$ cat src/rtl/btn_pkg.sv
// btn_pkg: shared types and defaults for the pushbutton input path.
//   btn_state_t             - per-channel debounce FSM state
//   DEFAULT_DEBOUNCE_CYCLES - 10 ms stability window at 12 MHz
//   DEFAULT_LONG_CYCLES     - 1 s long-press hold at 12 MHz
package btn_pkg;

  typedef enum logic [1:0] {
    RELEASED     = 2'd0,
    PRESS_WAIT   = 2'd1,
    PRESSED      = 2'd2,
    RELEASE_WAIT = 2'd3
  } btn_state_t;

  localparam int unsigned DEFAULT_DEBOUNCE_CYCLES = 120000;
  localparam int unsigned DEFAULT_LONG_CYCLES     = 12000000;

endpackage

$ cat src/rtl/btn_debounce_ch.sv
// btn_debounce_ch: one pushbutton channel.
//   The raw pin passes through a 2-FF synchronizer, is normalised to
//   1 = pressed, and is then filtered by a counter-based debounce FSM
//   that emits registered level and single-cycle press/release pulses.
// Optional feature macro: BTN_LONG_PRESS_EN adds a hold counter and a
//   single-cycle o_long pulse; otherwise o_long is tied 0.
// Ports:
//   i_clk     - system clock
//   i_rst     - synchronous, active-high reset
//   i_btn     - raw asynchronous pin level
//   o_level   - debounced state, 1 = pressed
//   o_press   - 1-cycle pulse on accepted press
//   o_release - 1-cycle pulse on accepted release
//   o_long    - 1-cycle long-press pulse
module btn_debounce_ch
  import btn_pkg::*;
#(
  parameter int unsigned DEBOUNCE_CYCLES = DEFAULT_DEBOUNCE_CYCLES,
  parameter int unsigned ACTIVE_LOW      = 1,
  parameter int unsigned LONG_CYCLES     = DEFAULT_LONG_CYCLES
) (
  input  logic i_clk,
  input  logic i_rst,
  input  logic i_btn,
  output logic o_level,
  output logic o_press,
  output logic o_release,
  output logic o_long
);

  localparam int unsigned CW      = $clog2(DEBOUNCE_CYCLES);
  localparam logic        REL_LVL = (ACTIVE_LOW != 0);

  if (DEBOUNCE_CYCLES < 2) begin : g_bad_debounce
    $error("btn_debounce_ch: DEBOUNCE_CYCLES must be >= 2");
  end
  if (LONG_CYCLES < 1) begin : g_bad_long
    $error("btn_debounce_ch: LONG_CYCLES must be >= 1");
  end

  logic          r_s0;
  logic          r_s1;
  btn_state_t    r_state;
  logic [CW-1:0] r_cnt;
  logic          r_level;
  logic          r_press;
  logic          r_release;

  logic w_p;
  logic w_cnt_done;
  logic w_press_done;
  logic w_release_done;

  assign w_p            = r_s1 ^ REL_LVL;
  assign w_cnt_done     = (r_cnt == CW'(DEBOUNCE_CYCLES - 1));
  assign w_press_done   = (r_state == PRESS_WAIT)   &&  w_p && w_cnt_done;
  assign w_release_done = (r_state == RELEASE_WAIT) && !w_p && w_cnt_done;

  always_ff @(posedge i_clk) begin
    if (i_rst) begin
      r_s0      <= REL_LVL;
      r_s1      <= REL_LVL;
      r_state   <= RELEASED;
      r_cnt     <= '0;
      r_level   <= 1'b0;
      r_press   <= 1'b0;
      r_release <= 1'b0;
    end else begin
      r_s0      <= i_btn;
      r_s1      <= r_s0;
      r_press   <= 1'b0;
      r_release <= 1'b0;
      case (r_state)
        RELEASED: begin
          if (w_p) begin
            r_state <= PRESS_WAIT;
            r_cnt   <= CW'(1);
          end
        end
        PRESS_WAIT: begin
          if (!w_p) begin
            r_state <= RELEASED;
            r_cnt   <= '0;
          end else if (w_press_done) begin
            r_state <= PRESSED;
            r_cnt   <= '0;
            r_level <= 1'b1;
            r_press <= 1'b1;
          end else begin
            r_cnt <= r_cnt + 1'b1;
          end
        end
        PRESSED: begin
          if (!w_p) begin
            r_state <= RELEASE_WAIT;
            r_cnt   <= CW'(1);
          end
        end
        RELEASE_WAIT: begin
          if (w_p) begin
            r_state <= PRESSED;
            r_cnt   <= '0;
          end else if (w_release_done) begin
            r_state   <= RELEASED;
            r_cnt     <= '0;
            r_level   <= 1'b0;
            r_release <= 1'b1;
          end else begin
            r_cnt <= r_cnt + 1'b1;
          end
        end
        default: begin
          r_state <= RELEASED;
          r_cnt   <= '0;
        end
      endcase
    end
  end

  assign o_level   = r_level;
  assign o_press   = r_press;
  assign o_release = r_release;

`ifdef BTN_LONG_PRESS_EN
  localparam int unsigned HW = $clog2(LONG_CYCLES + 1);

  logic [HW-1:0] r_hold;
  logic          r_long;

  // Hold count saturates at LONG_CYCLES so the pulse fires once per press;
  // counting stops on the edge a release is accepted, so a release that
  // wins the race suppresses the long pulse.
  always_ff @(posedge i_clk) begin
    if (i_rst) begin
      r_hold <= '0;
      r_long <= 1'b0;
    end else begin
      r_long <= 1'b0;
      if (w_press_done) begin
        r_hold <= '0;
      end else if (((r_state == PRESSED) || (r_state == RELEASE_WAIT)) &&
                   !w_release_done && (r_hold != HW'(LONG_CYCLES))) begin
        r_hold <= r_hold + 1'b1;
        if (r_hold == HW'(LONG_CYCLES - 1)) begin
          r_long <= 1'b1;
        end
      end
    end
  end

  assign o_long = r_long;
`else
  assign o_long = 1'b0;
`endif

endmodule

$ cat src/rtl/btn_input.sv
// btn_input: conditions N_BTN raw pushbutton/switch pins into clean,
//   clock-domain-safe levels and event pulses (one btn_debounce_ch per pin).
// Optional feature macro: BTN_LONG_PRESS_EN enables btn_long pulses;
//   otherwise btn_long is constant 0.
// Ports:
//   clk         - system clock
//   rst         - synchronous, active-high reset
//   btn_in      - raw asynchronous pin levels
//   btn_level   - debounced state, 1 = pressed
//   btn_press   - 1-cycle pulse per accepted press
//   btn_release - 1-cycle pulse per accepted release
//   btn_long    - 1-cycle long-press pulse
module btn_input
  import btn_pkg::*;
#(
  parameter int unsigned N_BTN           = 4,
  parameter int unsigned DEBOUNCE_CYCLES = DEFAULT_DEBOUNCE_CYCLES,
  parameter int unsigned ACTIVE_LOW      = 1,
  parameter int unsigned LONG_CYCLES     = DEFAULT_LONG_CYCLES
) (
  input  logic             clk,
  input  logic             rst,
  input  logic [N_BTN-1:0] btn_in,
  output logic [N_BTN-1:0] btn_level,
  output logic [N_BTN-1:0] btn_press,
  output logic [N_BTN-1:0] btn_release,
  output logic [N_BTN-1:0] btn_long
);

  for (genvar g = 0; g < N_BTN; g++) begin : g_ch
    btn_debounce_ch #(
      .DEBOUNCE_CYCLES (DEBOUNCE_CYCLES),
      .ACTIVE_LOW      (ACTIVE_LOW),
      .LONG_CYCLES     (LONG_CYCLES)
    ) u_ch (
      .i_clk     (clk),
      .i_rst     (rst),
      .i_btn     (btn_in[g]),
      .o_level   (btn_level[g]),
      .o_press   (btn_press[g]),
      .o_release (btn_release[g]),
      .o_long    (btn_long[g])
    );
  end

endmodule
$ cat config.mk
export PLATFORM = sky130hd
export DESIGN_NAME = btn_input
export DESIGN_NICKNAME = d
export VERILOG_FILES = /design/src/rtl/btn_pkg.sv /design/src/rtl/btn_debounce_ch.sv /design/src/rtl/btn_input.sv
export SDC_FILE = /design/constraint.sdc
export NUM_CORES = 1
export LEC_CHECK = 0
export BUFFER_PORTS_ARGS = -buffer_cell sky130_fd_sc_hd__buf_2
export CAP_MARGIN = 25
export CORE_UTILIZATION = 45
export CTS_CLUSTER_DIAMETER = 200
export DETAILED_ROUTE_END_ITERATION = 6
export SETUP_SLACK_MARGIN = 0.4
export SYNTH_ARGS = -nofsm -noshare
export SYNTH_HDL_FRONTEND = slang
export SYNTH_SLANG_ARGS = --single-unit
$ cat constraint.sdc
create_clock -name clk -period 2.44 [get_ports clk]
set_input_delay 0 -clock clk [delete_from_list [all_inputs] [get_ports clk]]
set_output_delay 0 -clock clk [all_outputs]
set_load 0.05 [all_outputs]
# After elaboration in Yosys (flattened, before gate mapping)
# Cells that the tools add are included.
[word_totals]
ff_bits = 96
mem_bits_ro = 0
latchBits = 0
out_inout_bits = 16
mem_bits_rw = 0
mem_count = 0
[classes]
add_sub_neg = 4
n_mul = 0
div = 0
n_lt_le_gt_ge = 0
shifts = 0
n_mux = 84
reduce_logical = 44
n_bitwise = 12
n_eq_ne = 48
[op_table]
columns = ["cell", "count"]
rows = [
  ["17-bit two-way mux", 24],
  ["17-bit one-hot mux with 4 select lines", 4],
  ["17-bit by 1-bit adder with 17-bit output (second input constant)", 4],
  ["17-bit equality test (second input constant)", 4],
  ["2-bit two-way mux", 24],
  ["2-bit by 1-bit inequality test with 1-bit output (second input constant)", 16],
  ["2-bit one-hot mux with 4 select lines", 4],
  ["1-bit two-way mux", 24],
  ["3-bit OR reduction", 8],
  ["5-bit AND reduction", 4],
  ["2-bit equality test (second input constant)", 8],
  ["1-bit logical AND", 16],
  ["2-bit inequality test (second input constant)", 8],
  ["4-bit AND reduction", 4],
  ["3-bit by 1-bit inequality test with 1-bit output (second input constant)", 4],
  ["3-bit inequality test (second input constant)", 4],
  ["1-bit NOT", 12],
  ["2-bit by 1-bit equality test with 1-bit output (second input constant)", 4],
  ["2-bit logical NOT", 4],
  ["1-bit one-hot mux with 2 select lines", 4],
  ["2-bit AND reduction", 4],
  ["2-bit nonzero test", 4],
]

# Depth between registers and ports, before layout
# Gate-level depths: netlist (run 1).
[depth]
ltp_word = 6
mapped_depth = 8
depth_no_buf = 6

# Hierarchy
# Synthesis (run 1) repeated with hierarchy kept, for this count alone.
[hier_totals]
hier_cells = 584
hier_area_um2 = 5049.8
[modules_own_cells]
columns = ["module", "n_inst", "area_each_um2", "cells_per_inst", "seq_area_each_um2"]
rows = [
  ["btn_debounce_ch at g_ch[1].u_ch ...", 2, 1328.8, 154, 480.5],
  ["btn_debounce_ch at g_ch[0].u_ch", 1, 1208.7, 139, 480.5],
  ["btn_debounce_ch at g_ch[3].u_ch", 1, 1183.6, 137, 480.5],
]

# Worst setup path before layout (run 1)
# OpenSTA, ideal clock, no wires.
[synth_timing]
path_kind = "reg2reg"
from = "register g_ch[0].u_ch.r_cnt[0]"
to = "register g_ch[0].u_ch.r_level"
period_less_slack_ns = 1.818
n_path_buf = 0
required_time_ns = 2.366
arrival_ns = 1.744
slack_ns = 0.622
path_stages_with_launch = 7
path_cell_list = "dfxtp_1 ha_1 nand3_1 nor3_1 nand4_1 or3_1 a31oi_1"
[synth_between]
elab_chain_cells = 4
elab_cells_between_ends = 6
classes_between = "eq/ne (3); reduce/logical (3)"
[synth_rtl]
columns = ["item", "line_no", "text"]
rows = [
  ["start: declaration", "btn_debounce_ch.sv:44", "logic [CW-1:0] r_cnt;"],
  ["start signal: assignment", "btn_debounce_ch.sv:90", "r_cnt <= r_cnt + 1'b1;"],
  ["start signal: assignment", "btn_debounce_ch.sv:109", "r_cnt <= r_cnt + 1'b1;"],
  ["17-bit equality test *", "btn_debounce_ch.sv:55", "assign w_cnt_done = (r_cnt == CW'(DEBOUNCE_CYCLES - 1));"],
  ["1-bit logical AND, on equally long branches", "btn_debounce_ch.sv:56, btn_debounce_ch.sv:57", ""],
  ["2-bit by 1-bit inequality test with 1-bit output (no line)", "-", ""],
  ["5-bit AND reduction (no line) *", "-", ""],
  ["end signal: assignment", "btn_debounce_ch.sv:65", "r_level <= 1'b0;"],
  ["end signal: assignment", "btn_debounce_ch.sv:87", "r_level <= 1'b1;"],
  ["end signal: assignment", "btn_debounce_ch.sv:106", "r_level <= 1'b0;"],
  ["end: declaration", "btn_debounce_ch.sv:45", "logic r_level;"],
]
# Mark *: on every way between the ends. The rest lies on a longest branch, timed or not.
# A chain may end at the register's enable or synchronous reset.

# Worst setup path after layout (run 1)
[layout_timing]
from = "register g_ch[1].u_ch.r_cnt[0]"
to = "register g_ch[1].u_ch.r_cnt[8]"
[layout_between]
elab_chain_cells = 5
elab_cells_between_ends = 9
classes_between = "add/sub (1); eq/ne (1); mux (5); reduce/logical (2)"
[layout_rtl]
columns = ["item", "line_no", "text"]
rows = [
  ["start: declaration", "btn_debounce_ch.sv:44", ""],
  ["start signal: assignment", "btn_debounce_ch.sv:90", ""],
  ["start signal: assignment", "btn_debounce_ch.sv:109", ""],
  ["parallel branches: the longest is 4 deep, another holds 17-bit by 1-bit adder with 17-bit output", "-", ""],
  ["17-bit one-hot mux with 4 select lines *", "btn_debounce_ch.sv:73", "case (r_state)"],
]
# Mark *: on every way between the ends.

==> results.md, run 1 <==
- Status: finished clean
- Row Count: 36
- Critical Path Source Type: register
- CP top delay family: simple AND/OR/NAND/NOR gates
- R2R Setup Slk: between 0.4 and 0.5 ns
- M1 wire length: about 4900 µm
- CP Depth: 8
- Die width: 103.6 µm
- Seq/Total Area, Yosys: between 40 and 50%
- Multi-input gate area: 0.002524 mm²
- Clock-pin slew of the registers on the worst-case setup and hold paths: approximately 0.090 ns
- Met3 Wirelength: approximately 260 µm
- Critical path peak fanout: 14
- Met2 WL: roughly 4400 µm
- CTS tree: yes
- Final Critical Period: approximately 2.0 ns
- Fin Setup TNS: 0 ns
- Worst hold path class: in2reg
- Share of layout cells above drive strength 1: between 10% and 20%
- Global-route wire length before repair: ~17000 µm
- Vias: between 3000 and 4000
- Post-Syn Area: around 0.0046 mm²
- Most common flop cell mapped by yosys: dfxtp_1
- Initial antenna violation count: 0
- Clk sinks: 96
- Maximum clock frequency: approximately 500 MHz
- Crit-path cells: ha_2 > nand4_1 > nor4_4 > buf_4 > nor3_4 > buf_12 > a21o_1 > a22o_1
- Largest net degree at the start of global routing: 36
- Number of buffers and inverters on the critical path: 2
- Layout fillers: a little under 1000
- Tcrit/Tclk final: about four fifths
- Final setup fails: 0
- Vias in the first global route: 3502
- Dpl cell area: 0.004766 mm²
- Final WL: 9765 µm
- Area Growth Syn to Fin: 10.13%
- Reg2reg path depth: 8
- Slew HR: 59.55%
- Synth top area cells: dfxtp_1 41%, nand2_1 6.1%, nand3_1 5.8%
- Post-synth cell types: between 50 and 60
- DIE AREA: around 0.011 mm²
- CP peak stage delay: 0.39 ns
- Unrepaired setup endpoints after global routing: yes
- Register area: 0.001922 mm²
- Max Cap Viol: 0
- Top sig layer: met4
- Max clock buf depth: 2
- DR WL/cell: roughly 14 µm
- I/O Pins: 22
- Total CTS buffers: 9
- Power Total: 2.895 mW
- Via density: 5.652
- Async S/R FF share, synth: 0%
- Final net count: 576
- Hold Vio Cnt, Final: 0
- Crit. End Element: register
- Starting DRT DRC Count: around 160
- Count of final max-slew check failures: 0
- Synth area leader: dfxtp_1
- Post-synth EDFFs: 0
- Avg Inst Size Synth: between 8 and 9 µm²
- Synth top area share: between 40% and 50%
- CP Data Arrival Time: about 2.2 ns
- Leakage: around 1.8 nW
- DR DRC count: 0
- Slowest CP cell: dfxtp_1
- ANT cells: 0
- Core area: between 0.009 and 0.01 mm²
- Worst setup margin: 0.4868 ns
- # H-tree levels: 3
- Gate Count Post-Synth: approximately 560
- Number of synthesized register bits: 96
- Yosys warns: 0
- Largest vdd supply drop: 308.5 µV
- P per Cell Area: between 500 and 600 mW/mm²
- Design Area, Final: ~0.0051 mm²
- DP Wirelength: about 6400 µm
- Worst-margin pin slew: between 0.6 and 0.7 ns
- GRT Total Usage: between 10% and 20%
- IO Port Bufs: 17
- Worst Hold Path Cells: 5
- GPL Wtd Cong: 0.7884
- Total congestion overflow: 0
- CTS Root Cell: clkbuf_8
- Initial Util: a little under half
- Routed Antenna Nets: 0
- Setup Skew: around 0.0063 ns
- TritonRoute pass-1 iters: 4
- Data required time at the worst endpoint: ~2.7 ns
- Chip Height: 103.6 µm
- Clock latency at the later pin of the worst-skew pair: 0.37 ns
- Dpl ws: 0.2880 ns
- WS Path Type: reg2reg
-- registers in the layout, summed over array words and instances (netlist names), named ones only --
name and flops:
g_ch.u_ch.r_s0 4, g_ch.u_ch.o_release 4, g_ch.u_ch.r_state 4, g_ch.u_ch.o_press 4
g_ch.u_ch.o_level 4, g_ch.u_ch.r_cnt 68, g_ch.u_ch.r_s1 4
-- logic make-up after synthesis --
kind of cell | after synthesis | share of synthesized area, %
AOI/OAI and AO/OA | 113 | 16.24
xor gates and xnor gates | 19 | 3.745
adders and majority gates | 4 | 1.078
buffers and inverters | 52 | 5.792
DFF | 96 | 41.38
muxes | 6 | 1.320
other | 1 | 0.08074
and+or+nand+nor | 264 | 30.36
-- area by class of cell --
type                    instances  area share (%)
multi-input cells             410           49.34
flip-flops and latches         96           37.57
repair buffers                 35           4.746
well taps                     133           3.253
clock buffers                  10           2.691
clock inverters                 4           1.370
inverters                      14           1.027
-- worst register-to-register path, cell delays in order (launching register included) --
cell and delay (ns):
dfxtp_1 0.39, ha_2 0.23, nand4_1 0.19, nor4_4 0.30
buf_4 0.18, nor3_4 0.06, buf_12 0.14, a21o_1 0.15
a22o_1 0.21
-- repair_timing --
| action | in CTS | in global routing |
|---|---|---|
| hold endpoints to repair | 4 | 0 |
| resized for setup | 4 | 8 |
| hold buffers | 4 | 0 |
| pin swaps | 2 | 0 |
| setup endpoints to repair | 15 | 43 |
| setup buffers | 3 | 1 |
-- path summary, 6_finish.rpt --
check	startpoint	endpoint
max	g_ch[1].u_ch.r_cnt[0]	g_ch[1].u_ch.r_cnt[8]
min	rst	g_ch[1].u_ch.r_cnt[7]
max reg2reg	g_ch[1].u_ch.r_cnt[0]	g_ch[1].u_ch.r_cnt[8]
min reg2reg	g_ch[0].u_ch.r_s0	g_ch[0].u_ch.r_s1
-- metal layers --
layer | up-vias | global-route usage (%)
met1 | 1846 | 25.39
met5 | - | 0
met4 | 0 | 8.696
li1 | 2049 | -
met3 | 11 | 2.580
met2 | 62 | 29.24
-- Yosys cell counts, types with 2 or more instances --
| cell | number |
|---|---|
| dfxtp_1 | 96 |
| nand2_1 | 75 |
| nand3_1 | 54 |
| o21ai_0 | 27 |
| a21oi_1 | 22 |
| nor2_1 | 22 |
| a31oi_1 | 21 |
| nor3_1 | 20 |
| nand4_1 | 18 |
| buf_4 | 17 |
| and3_1 | 15 |
| inv_1 | 14 |
| clkbuf_1 | 13 |
| o311ai_0 | 13 |
| or3_1 | 11 |
| xnor2_1 | 9 |
| xor2_1 | 9 |
| and4_1 | 8 |
| buf_2 | 8 |
| or2_2 | 8 |
| nand2b_1 | 6 |
| a211oi_1 | 5 |
| mux2i_1 | 5 |
| nor4_1 | 5 |
| a22o_1 | 4 |
| a41oi_1 | 4 |
| ha_1 | 4 |
| nand4b_1 | 4 |
| nor2b_1 | 4 |
| a21o_1 | 3 |
| nor4_2 | 3 |
| or3b_2 | 3 |
| a21bo_2 | 2 |
| a31oi_2 | 2 |
| nand4bb_1 | 2 |
| o211a_1 | 2 |
-- placed cells by master, fill, tap and decap left out, types with 4 or more instances in the layout --
cell type	count
o21ai_0	27
nand2_1	75
buf_4	13
xnor2_1	9
and3_1	14
nor2b_1	4
buf_2	17
inv_1	14
and4_1	8
a21oi_1	22
a41oi_1	4
nand3_1	53
mux2i_1	5
clkbuf_8	10
or3_1	11
conb_1	4
dlygate4sd3_1	4
xor2_1	9
a22o_1	4
o311ai_0	13
nand4b_1	4
nand2b_1	4
dfxtp_1	96
a31oi_1	20
a211oi_1	5
nor2_1	22
or2_2	8
nor4_1	5
nand4_1	18
nor3_1	17
-- stage by stage --
step | hold WS, ns | utilization [%] | instances
2_1_floorplan | 0.1038 | - | 558
3_3_place_gp | 0.1838 | 48.09 | 680
3_5_place_dp | 0.1862 | 48.09 | 680
4_1_cts | 0.1366 | 51.17 | 701
5_1_grt | 0.1467 | 51.62 | 702
6_report | 0.1336 | 51.62 | 702
-- power by group --
group / switching, mW / internal [mW]
registers: 0.0182 / 1.59
clock network: 0.545 / 0.591
logic: 0.105 / 0.0500
total: 0.668 / 2.23
(Power assumes the default switching activity.)
==> run 2, diff against run 1 <==
clock period = 1.82 ns   (was 2.44 ns; I/O delays follow)
==> run 2 against run 1 <==
  * Core utilization grew 21 points
  * Routed wire length up 37%
  * Clock skew increased by 0.0014 ns
  * Die area is the same
  * Hold slack worse by 0.025 ns
  * Via count grew 19%
==> results.md, run 2 (same netlist as run 1, synthesis figures left out) <==
- Status: finished clean
- Unrepaired setup endpoints after global routing: yes
- Area Growth Syn to Fin: 54.96%
- Sw Pwr: 0.9603 mW (+44%)
- Chip Height: 103.6 µm (unchanged)
- GPL Wtd Cong: 0.8033 (+1.9%)
- Internal power: 2.880 mW (+29%)
- Total congestion overflow: 0 (unchanged)
- # H-tree levels: 3 (unchanged)
- CP peak stage delay: 0.54 ns (+0.15 ns)
- CTS Root Cell: clkbuf_8
- TritonRoute pass-1 iters: 4 (unchanged)
- Share of layout cells above drive strength 1: 52.76% (+39 points)
- Max Cap Viol: 0 (unchanged)
- Largest vdd supply drop: 518.7 µV (+68%)
- Vias: 4718 (+19%)
- Max reg flops: 68 (unchanged)
- Hold Vio Cnt, Final: 0 (unchanged)
- Non-Filler Instances: 821 (+17%)
- Slowest CP cell: or4b_4
- Core area: 0.009910 mm² (unchanged)
- Hold WS: 0.1081 ns (-0.02547 ns)
- Row Count: 36 (unchanged)
- CP Data Arrival Time: 2.05 ns (-0.17 ns)
- Dpl cell area: 0.005346 mm² (+12%)
- Clock latency at the later pin of the worst-skew pair: 0.38 ns (about the same)
- Global-route wire length before repair: 20890 µm (+26%)
- CTS tree: yes
- Worst hold path class: in2reg
- Vias in the first global route: 4485 (+28%)
- I/O Pins: 22 (unchanged)
- Max clock buf depth: 2 (unchanged)
- Leakage: 2.657 nW (+51%)
- Final WL: 13360 µm (+37%)
- GRT Total Usage: 23.76% (+5.1 points)
- Switch share: 25.00% (+1.9 points)
- Total CTS buffers: 9 (unchanged)
- Register area: 0.002022 mm² (+5.2%)
- Final net count: 694 (+20%)
- Via density: 5.747 (+1.7%)
- P per Cell Area: 533.6 mW/mm² (-5.7%)
- DR WL/cell: 16.27 µm (+17%)
- Crit-path cells: or4b_4 > nor4_4 > buf_4 > nor3_4 > a21o_1 > a22o_1
- Count of final max-slew check failures: 0 (unchanged)
- Biggest register: g_ch.u_ch.r_cnt
- ANT cells: 0 (unchanged)
- DP Wirelength: 7152 µm (+13%)
- Setup Skew: 0.007671 ns (+0.001353 ns)
- Most common cell after layout, fill and taps aside: buf_4
- Tcrit/Tclk final: 97.45% (+17 points)
- Clock-pin slew of the registers on the worst-case setup and hold paths: 0.09 ns (about the same)
- Starting DRT DRC Count: 133 (-16%)
- Maximum clock frequency: 563.9 MHz (+10%)
- Data required time at the worst endpoint: 2.10 ns (-0.61 ns)
- Layout fillers: 713 (-27%)
- Final setup fails: 0 (unchanged)
- Final Critical Period: 1.774 ns (-0.1797 ns)
- Die width: 103.6 µm (unchanged)
- DIE AREA: 0.01073 mm² (unchanged)
- Design Area, Final: 0.007197 mm² (+41%)
- Routed Antenna Nets: 0 (unchanged)
- DR DRC count: 0 (unchanged)
- Initial Util: 46.87% (unchanged)
- Initial antenna violation count: 0 (unchanged)
- Final Util: 72.63% (+21 points)
- Critical Path Source Type: register
- Comb power frac: 7.7% (+2.4 points)
- Crit. End Element: register
- Seq pwr share: 55.4% (about the same)
- Multi-input gate area: 0.003525 mm² (+40%)
- Largest net degree at the start of global routing: 25 (-31%)
- Clock power share: 36.9% (-2.3 points)
- Commonest cells after routing, fill and taps aside: 87 x buf_4, 65 x nand2_1, 50 x dfxtp_1
- Clk sinks: 96 (unchanged)
- Critical path peak fanout: 5 (-9)
- WS Path Type: reg2reg
- IO Port Bufs: 17 (unchanged)
- Placed insts: 718 (+5.6%)
-- run 2: cell count changes in the layout (fill, tap and decap cells not counted), moves of 10 or more --
| cell | previous run | this run |
|---|---|---|
| a21oi_1 | 22 | 9 |
| nand3_2 | 1 | 23 |
| buf_4 | 13 | 87 |
| dfxtp_1 | 96 | 50 |
| dfxtp_2 | 0 | 29 |
| nand2_1 | 75 | 65 |
| nand3_1 | 53 | 24 |
| o21ai_0 | 27 | 5 |
| buf_6 | 0 | 37 |
| o21ai_1 | 0 | 13 |
| o311ai_0 | 13 | 0 |
| a21oi_2 | 0 | 13 |
| dfxtp_4 | 0 | 17 |
-- run 2: routing by layer --
layer  routed length, µm  track usage, %  up-vias  part of all wire, %
li1                    -               -     2294                    -
met1                5977           29.77     2313                   45
met2                6705           40.65       91                   50
met3                 441           4.216       20                  3.3
met4                 231           8.903        0                  1.7
met5                   0               0        -                    0
-- run 2: repair_timing --
item                       CTS  global route
buffers inserted            60            17
gates resized for setup    144            98
setup endpoints to repair   81            85
hold buffers                 5             0
hold endpoints to repair     5             0
cloned                       6             0
pin swaps                   66            56
-- run 2: cell type report --
class                      count  area share, %
clock buffer                  11          1.965
clock inverter                 4         0.6259
sequential                    96          28.09
timing repair buffer         148          17.30
inverter                      14         0.7302
tap                          133          2.312
multi-input combinational    415          48.97
-- run 2: stage by stage --
stage / setup TNS [ns] / worst slack [ns] / total power [mW]
floorplan: 0 / 0.1172 / 2.380
global placement: 0 / 0.03118 / 2.424
detailed placement: 0 / 0.006075 / 2.430
CTS: -0.04523 / -0.02254 / 3.865
global route: -0.1917 / -0.03490 / 3.971
finish: 0 / 0.04649 / 3.841
-- run 2: power by group through the flow --
stage | combinational [mW] | sequential, mW | clock (mW)
after global placement | 0.225 | 2.20 | 0
after floorplan | 0.185 | 2.20 | 0
after CTS | 0.279 | 2.13 | 1.45
after global routing | 0.314 | 2.13 | 1.52
final | 0.294 | 2.13 | 1.42
after detailed placement | 0.230 | 2.20 | 0
-- run 2: critical path, delay by kind of cell, from the launching register on --
family                 cells  cell delay, ns
DFF                        1            0.33
and+or+nand+nor            3            0.79
AOI/OAI and AO/OA          2            0.37
buffers and inverters      1            0.17
-- run 2: path summary, 6_finish.rpt --
kind / slack, ns / to / startpoint / depth (start not counted)
worst max register to register: 0.05 / g_ch[1].u_ch.r_cnt[8] / g_ch[1].u_ch.r_cnt[13] / 6
worst min register to register: 0.42 / g_ch[0].u_ch.r_s1 / g_ch[0].u_ch.r_s0 / 1
worst max-delay path: 0.05 / g_ch[1].u_ch.r_cnt[8] / g_ch[1].u_ch.r_cnt[13] / 6
worst min-delay path: 0.11 / g_ch[1].u_ch.r_s1 / rst / 2
==> run 3, diff against run 2 <==
==> constraint.sdc (replaced) <==
create_clock -name clk -period 1.82 [get_ports clk]
set_input_delay 0.546 -clock clk [delete_from_list [all_inputs] [get_ports clk]]
set_output_delay 0.546 -clock clk [all_outputs]
set_load 0.05 [all_outputs]
==> run 3 against run 2 <==
  * Sequential power hardly changed
  * Core utilization is 1.2 points higher
  * Clock power is 6% lower
  * Cell area is 1.7% higher
  * Combinational power is 13% higher
  * Clock skew hardly changed
  * Hold slack better by 0.23 ns
  * Critical path type unchanged
  * Highest routed layer unchanged
==> results.md, run 3 (same netlist as run 1, synthesis figures left out) <==
- Status: finished clean
- Worst hold path class: in2reg
- Starting DRT DRC Count: 149 (+12%)
- Hold Vio Cnt, Final: 0 (unchanged)
- Core area: 0.009910 mm² (unchanged)
- Most frequent CP cell: buf_4
- Max Cap Viol: 0 (unchanged)
- WS Path Type: reg2reg
- Vias: 4777 (+1.3%)
- Hold WS: 0.3412 ns (+0.2331 ns)
- Unrepaired setup endpoints after global routing: yes
- Biggest register: g_ch.u_ch.r_cnt
- Clock latency at the later pin of the worst-skew pair: 0.38 ns (about the same)
- Maximum clock frequency: 551.9 MHz (-2.1%)
- Initial antenna violation count: 0 (unchanged)
- Count of final max-slew check failures: 0 (unchanged)
- Total congestion overflow: 0 (unchanged)
- Leakage: 2.719 nW (+2.3%)
- Vias in the first global route: 4185 (-6.7%)
- CTS tree: yes
- Max clock buf depth: 2 (unchanged)
- Crit-path cells: ha_4 > nand4_1 > nor4_4 > buf_4 > nor3_4 > buf_4 > o21ai_2 > a31oi_1
- Chip Height: 103.6 µm (unchanged)
- Crit. End Element: register
- Final net count: 691 (-0.43%)
- GPL Wtd Cong: 0.7890 (-1.8%)
- IO Port Bufs: 17 (unchanged)
- Final Util: 73.86% (+1.2 points)
- Busiest grt layer: met2
- Global-route wire length before repair: 19700 µm (-5.7%)
- DR DRC count: 0 (unchanged)
- Final Critical Period: 1.812 ns (+0.03829 ns)
- Slowest CP cell: nor3_4
- Total CTS buffers: 9 (unchanged)
- ANT cells: 0 (unchanged)
- DR WL/cell: 16.25 µm (-0.13%)
- Multi-input gate area: 0.003543 mm² (+0.53%)
- Max reg flops: 68 (unchanged)
- Clock-pin slew of the registers on the worst-case setup and hold paths: 0.09 ns (about the same)
- Critical Path Source Type: register
- Setup Skew: 0.008047 ns (+0.0003760 ns)
- Routed Antenna Nets: 0 (unchanged)
- Register area: 0.002044 mm² (+1.1%)
- Largest net degree at the start of global routing: 16 (-36%)
- Via density: 5.833 (+1.5%)
- Critical path peak fanout: 8 (+3)
- Area Growth Syn to Fin: 57.60%
- Layout fillers: 697 (-2.2%)
- Most common cell after layout, fill and taps aside: buf_4
- GRT met2 Usage: 36.34% (-4.3 points)
- Row Count: 36 (unchanged)
- I/O Pins: 22 (unchanged)
- Commonest cells after routing, fill and taps aside: 91 x buf_4, 67 x nand2_1, 38 x dfxtp_1, 38 x dfxtp_2, 35 x buf_6
- CTS Root Cell: clkbuf_8
- GRT Total Usage: 22.40% (-1.4 points)
- Tcrit/Tclk final: 99.55% (+2.1 points)
- Final WL: 13310 µm (-0.37%)
- Largest vdd supply drop: 574.0 µV (+11%)
- Power Total: 3.796 mW (-1.2%)
- Share of layout cells above drive strength 1: 55.98% (+3.2 points)
- CP peak stage delay: 0.37 ns (-0.17 ns)
- Clk sinks: 96 (unchanged)
- Die width: 103.6 µm (unchanged)
- Number of buffers and inverters on the critical path: 2 (+1)
- Data required time at the worst endpoint: 2.12 ns (+0.02 ns)
- Initial Util: 46.87% (unchanged)
- TritonRoute pass-1 iters: 4 (unchanged)
- # H-tree levels: 3 (unchanged)
- CP Data Arrival Time: 2.11 ns (+0.06 ns)
- Grt met1 use: 29.21% (-0.56 points)
- Cts-stage hold buffer count: 0 (-5)
- P per Cell Area: 518.6 mW/mm² (-2.8%)
- M3 GR Usage: 5.160% (+0.94 points)
- DP Wirelength: 7198 µm (+0.65%)
- Final setup fails: 0 (unchanged)
- DIE AREA: 0.01073 mm² (unchanged)
- CP top delay family: simple AND/OR/NAND/NOR gates
-- run 3: cell count changes in the layout (fill, tap and decap cells not counted), sizes merged --
cell	before	now
clkinvlp	0	1
bufinv	1	0
buf	143	145
clkinv	3	4
dlygate4sd3	5	0
-- run 3: path summary, 6_finish.rpt --
kind | startpoint | endpoint | slack, ns | depth (start not counted)
worst max-delay path | g_ch[1].u_ch.r_cnt[1] | g_ch[1].u_ch.r_cnt[16] | 0.008 | 8
worst min-delay path | btn_in[2] | g_ch[2].u_ch.r_s0 | 0.34 | 2
worst max register to register | g_ch[1].u_ch.r_cnt[1] | g_ch[1].u_ch.r_cnt[16] | 0.008 | 8
worst min register to register | g_ch[2].u_ch.r_s0 | g_ch[2].u_ch.r_s1 | 0.42 | 1
-- run 3: per-stage QoR --
step | cell area (µm²) | setup TNS, ns | worst slack, ns | cells
4_1_cts | 6574 | 0 | 0.04317 | 796
5_1_grt | 7320 | -0.3556 | -0.05494 | 819
6_report | 7320 | 0 | 0.008197 | 819
3_5_place_dp | 5480 | -1.218 | -0.1438 | 728
3_3_place_gp | 5480 | -0.3763 | -0.09281 | 728
2_1_floorplan | 5085 | 0 | 0.1172 | 558
-- run 3: area by class of cell --
class	instances	area share, %
repair buffers	145	18.07
clock inverters	5	0.4274
multi-input cells	415	48.41
clock buffers	11	2.068
flip-flops and latches	96	27.93
well taps	133	2.274
inverters	14	0.8205
-- run 3: power by group --
part	leakage, nW	switching, mW	internal [mW]
clock network	0.0951	0.769	0.567
logic	1.81	0.190	0.140
registers	0.810	0.0267	2.10
-- run 3: what timing repair did --
action	4_1_cts	5_1_grt
pin swaps	52	57
hold endpoints to repair	0	0
setup endpoints to repair	94	99
cloned	4	1
buffers inserted	48	22
resized for setup	147	141
-- run 3: metal layers --
metal | vias up | wire length, µm
li1 | 2301 | -
met1 | 2361 | 5933
met2 | 93 | 6684
met3 | 22 | 474
met4 | 0 | 212
met5 | - | 0
